File: src/rtl/wb_stage.sv
// Purpose : RV32 writeback stage; aligns/extends load data, selects the writeback value, drives the register file.
// Latency : non-load commits the cycle after capture; a load commits the cycle after its memory response.
// Backpress: in_ready drops only while a load waits for memory; COMMIT accepts the next instruction.
//
// Ports:
//   clk, rst          clock (posedge) and asynchronous active-low reset
//   in_*              retiring instruction from MEM (valid/ready)
//   mem_rsp_valid/mem_rdata  load word from data memory, honoured only while a load is pending
//   rf_RD/rf_regWrite/rf_writeData  register file write port, write enable high one cycle per commit
//   retire_count      instructions retired since reset (wraps)
module wb_stage #(
    parameter int n = 32
) (
    input  logic         clk,
    input  logic         rst,
    input  logic         in_valid,
    output logic         in_ready,
    input  logic [4:0]   in_rd,
    input  logic         in_regWrite,
    input  logic [1:0]   in_wbSel,
    input  logic [n-1:0] in_aluResult,
    input  logic [n-1:0] in_pcPlus4,
    input  logic [n-1:0] in_imm,
    input  logic [2:0]   in_funct3,
    input  logic [1:0]   in_addrLow,
    input  logic         mem_rsp_valid,
    input  logic [n-1:0] mem_rdata,
    output logic [4:0]   rf_RD,
    output logic         rf_regWrite,
    output logic [n-1:0] rf_writeData,
    output logic [n-1:0] retire_count
);

    typedef enum logic [1:0] {
        IDLE     = 2'd0,
        WAIT_MEM = 2'd1,
        COMMIT   = 2'd2
    } state_t;

    localparam logic [1:0] WB_ALU  = 2'b00;
    localparam logic [1:0] WB_LOAD = 2'b01;
    localparam logic [1:0] WB_PC4  = 2'b10;

    state_t     state;

    // Fields of a load held while its data is outstanding.
    logic [4:0] ld_rd;
    logic       ld_regwrite;
    logic [2:0] ld_funct3;
    logic [1:0] ld_addr_low;

    logic       capture;
    logic [n-1:0] nonload_val;

    assign in_ready = (state != WAIT_MEM);
    assign capture  = in_valid & in_ready;

    always_comb begin
        nonload_val = in_aluResult;
        if (in_wbSel == WB_PC4) begin
            nonload_val = in_pcPlus4;
        end else if (in_wbSel == 2'b11) begin
            nonload_val = in_imm;
        end
    end

    // Byte lanes are picked from a 32-bit view of the word; the final cast
    // sign-extends (or truncates) to the datapath width. Halfword selection
    // only looks at addr_low[1], so a misaligned halfword silently rounds down.
    function automatic logic [n-1:0] align_load(
        input logic [n-1:0] word,
        input logic [2:0]   f3,
        input logic [1:0]   addr_low
    );
        logic [31:0] w32;
        logic [7:0]  byte_v;
        logic [15:0] half_v;
        logic [31:0] ext;
        w32    = 32'(word);
        byte_v = w32[{addr_low, 3'b000} +: 8];
        half_v = w32[{addr_low[1], 4'b0000} +: 16];
        case (f3)
            3'b000:  ext = {{24{byte_v[7]}}, byte_v};
            3'b100:  ext = {24'd0, byte_v};
            3'b001:  ext = {{16{half_v[15]}}, half_v};
            3'b101:  ext = {16'd0, half_v};
            default: ext = w32;
        endcase
        return n'($signed(ext));
    endfunction

    always_ff @(posedge clk or negedge rst) begin
        if (!rst) begin
            state        <= IDLE;
            ld_rd        <= 5'd0;
            ld_regwrite  <= 1'b0;
            ld_funct3    <= 3'd0;
            ld_addr_low  <= 2'd0;
            rf_RD        <= 5'd0;
            rf_regWrite  <= 1'b0;
            rf_writeData <= '0;
            retire_count <= '0;
        end else begin
            // Write enable is a single-cycle pulse; RD/data hold between commits.
            rf_regWrite <= 1'b0;

            if (state == COMMIT) begin
                retire_count <= retire_count + n'(1);
            end

            case (state)
                IDLE, COMMIT: begin
                    if (capture) begin
                        if (in_wbSel == WB_LOAD) begin
                            ld_rd       <= in_rd;
                            ld_regwrite <= in_regWrite;
                            ld_funct3   <= in_funct3;
                            ld_addr_low <= in_addrLow;
                            state       <= WAIT_MEM;
                        end else begin
                            rf_RD        <= in_rd;
                            rf_writeData <= nonload_val;
                            rf_regWrite  <= in_regWrite & (in_rd != 5'd0);
                            state        <= COMMIT;
                        end
                    end else begin
                        state <= IDLE;
                    end
                end
                WAIT_MEM: begin
                    if (mem_rsp_valid) begin
                        rf_RD        <= ld_rd;
                        rf_writeData <= align_load(mem_rdata, ld_funct3, ld_addr_low);
                        rf_regWrite  <= ld_regwrite & (ld_rd != 5'd0);
                        state        <= COMMIT;
                    end
                end
                default: state <= IDLE;
            endcase
        end
    end

endmodule

File: config.mk
export PLATFORM = sky130hd
export DESIGN_NAME = wb_stage
export DESIGN_NICKNAME = d
export VERILOG_FILES = /design/src/rtl/wb_stage.sv
export SDC_FILE = /design/constraint.sdc
export NUM_CORES = 1
export LEC_CHECK = 0
export ABC_CLOCK_PERIOD_IN_PS = 1900
export CAP_MARGIN = 20
export CORE_MARGIN = 3
export CORE_UTILIZATION = 40
export DETAILED_ROUTE_END_ITERATION = 10
export GPL_TIMING_DRIVEN = 0
export PLACE_DENSITY = 0.83
export SYNTH_ARGS = -nofsm -noshare
export SYNTH_HDL_FRONTEND = slang
export SYNTH_SLANG_ARGS = --single-unit
File: constraint.sdc
create_clock -name clk -period 1.9 [get_ports clk]
set_input_delay 0.475 -clock clk [delete_from_list [all_inputs] [get_ports clk]]
set_output_delay 0.475 -clock clk [all_outputs]
set_load 0.01 [all_outputs]
==> results.yml <==
setup_path:
  cp_slowest_stage_delay_ps: 480
  critPathSlowestCell: "mux4_2"
  crit_arrival_ps: 2080
  cp-end-kind: "register"
  crit_chain: "dlygate4sd2_1, mux4_2, nor3b_4, nor2_4, a221oi_2, a221o_1"
  worst-path-max-fanout: 7
  crit_type: "in2reg"
  crit_path_start_kind: "input port"
  rr_startpoint: "ld_addr_low[1]$_DFFE_PN0N_"
  cp.required_ps: 2110
  crit_start: "mem_rdata[23]"
clock_network:
  cts_tree: "done"
  cts_hold_buffers: 0
  clock-sinks: 83
  clk_latency_ps: 330
  clk_pin_slew_worst_paths_ps: 60
  cts_buffers: 9
  cts_max_level: 3
  clockBufferDepth: 2
  root_buffer: "clkbuf_16"
global_route:
  first_global_vias: 5011
  overflow: 0
  track_usage: 0.254
  grt_max_degree: 68
  grt_pass1_wl_um: 26000
  antenna_found_initial: 0
synth:
  ys.flop_type: "dfrtp_1"
  avgSynthCellArea_um2: 9.20
  synthArstFlopShare: 1.00
  yosys.area.top_type: "dfrtp_1"
  synth_edf_count: 0
  synth_top_area_share: 0.443
  yosys_warnings: 0
  yosys-top-cells-area: "dfrtp_1, mux2i_1, nand2_1, nor2_1, a21oi_1"
  synthesis.area_mm2: 0.00469
  synthCells: 510
  ys_types: 43
  synth_nets: 656
  synth_seq_area_share: 0.443
  synth_seq_cells: 83
timing:
  final_hold_viol_count: 0
  fmax_mhz: 537
  setup_violations: 0
  setup_slack_ps: 36.3
  finalCritPeriodShare: 0.981
  maxSlewHeadroom: 0.657
  worst_pin_slew_ps: 515
  rsz0062_at_grt: "yes"
  fin_crit_ps: 1860
  clock_skew_ps: 7.90
  report.final.slew_viol_count: 0
  fin_tns_setup_ps: 0
placed_design:
  numPortBuffers: 214
  dpl_worst_slack_ps: -785
  place_congestion: 0.876
  dpl-instance-area_mm2: 0.00703
  hpwl_um: 13200
final_layout:
  nets: 887
  final_cell_area_mm2: 0.00746
  utilization: 0.671
  final_cell_mix: "clkdlybuf4s50_1, dfrtp_1, nand2_1, nor2_1, a21oi_1"
  final_common_cell: "clkdlybuf4s50_1"
  area_growth_pct: 59.1
  antenna_cells: 0
  drive_gt1_frac: 0.105
  fillCellCount: 879
floorplanning:
  num_rows: 38
  die_area_mm2: 0.0131
  die-height_um: 114
  ios: 216
  die_w_um: 114
  start_util: 0.422
  core_area_mm2: 0.0111
job:
  cap_violations: 0
hold_path:
  hp-class: "in2async"
power_and_ir_drop:
  ir_drop_v: 0.000513
  p_per_area_mw_per_mm2: 807
  p_leak_nw: 3.18
routing:
  wl_um: 16700
  vias: 4886
  vias_per_cell: 5.52
  ant_nets: 0
  drt-pass1-iter-count: 5
  wl_per_cell_um: 18.8
  drc: 0
  first_iter_violations: 413
run_status:
  status: "complete, no violations"
[state kept, by name, indices dropped and copies added (netlist names)]
name and cells:
ld_addr_low 2, rf_RD 5, ld_funct3 3, ld_regwrite 1
rf_writeData 32, ld_rd 5, retire_count 32, rf_regWrite 1
state 2
[cells in the mapped netlist (all sizes together), types with 2 or more instances]
master,n
clkbuf,14
o22ai,22
buf,18
mux2,13
and4,2
o211ai,15
or4,2
a31oi,13
xor2,10
dfrtp,83
and2b,2
and3,9
xnor2,21
nand4,6
and2,2
o21ai,9
a221o,7
a221oi,7
a21oi,46
nor2,62
o221ai,2
nand3,10
mux2i,38
nor2b,4
inv,13
nand2,64
nand2b,6
[per-stage QoR]
step	power [W]	cells	hold slack (ps)
4_1_cts	0.00603	884	5.99
2_1_floorplan	0.00321	510	179
6_report	0.00602	885	8.90
5_1_grt	0.00632	885	10.4
3_5_place_dp	0.00435	865	364
3_3_place_gp	0.00428	864	458
[worst max-delay path: cells and delay by family]
kind,cells,cell delay (ps)
mux,1,480
compound gates,2,410
simple gates,2,420
buf+inv,1,290
[final cells by class]
| type | instances | area [um2] | area share |
|---|---|---|---|
| tap | 140 | 175 | 0.0235 |
| inverter | 13 | 53.8 | 0.00721 |
| buffer | 32 | 193 | 0.0258 |
| timing repair buffer | 220 | 2190 | 0.294 |
| clock inverter | 4 | 27.5 | 0.00369 |
| clock buffer | 11 | 243 | 0.0325 |
| sequential | 83 | 2080 | 0.278 |
| multi-input combinational | 382 | 2500 | 0.335 |
[what timing repair did]
action / 4_1_cts / 5_1_grt
gates resized for setup: 35 / 11
pin swaps: 2 / 1
setup endpoints to repair: 37 / 37
buffers inserted: 4 / 1
hold endpoints to repair: 0 / 0
[final timing paths]
path                                           endpoint  depth (start not counted)  slack [ps]
hold reg to reg            retire_count[25]$_DFFE_PN0N_                          1         490
setup / recovery           rf_writeData[12]$_DFFE_PN0P_                          6          40
min in group clk           retire_count[25]$_DFFE_PN0N_                          1         490
hold / removal                     rf_RD[2]$_DFFE_PN0P_                          1           9
setup reg to reg           rf_writeData[12]$_DFFE_PN0P_                          5          40
max in group asynchronous  rf_writeData[13]$_DFFE_PN0P_                          2        1290
[logic make-up after synthesis]
| group | share of synthesized area |
|---|---|
| multiplexers | 0.117 |
| buffers and inverters | 0.0411 |
| AO/OA/AOI/OAI | 0.171 |
| AND/OR/NAND/NOR | 0.168 |
| flip-flops | 0.443 |
| adder cells (fa/ha/maj) | 0.00267 |
| XOR/XNOR | 0.0579 |
[report_power, final]
| part | internal, W | switching (W) | leakage, nW | total, W |
|---|---|---|---|---|
| Sequential | 0.00206 | 0.000251 | 1.02 | 0.00231 |
| Combinational | 0.00114 | 0.000963 | 2.03 | 0.00211 |
| Clock | 0.000912 | 0.000694 | 0.124 | 0.00161 |
[per-layer routing]
| layer | GRT usage | part of all wire |
|---|---|---|
| met5 | 0 | 0 |
| met2 | 0.446 | 0.50 |
| met3 | 0.0566 | 0.085 |
| met1 | 0.306 | 0.39 |
| met4 | 0.0911 | 0.024 |
(Power assumes the default switching activity.)
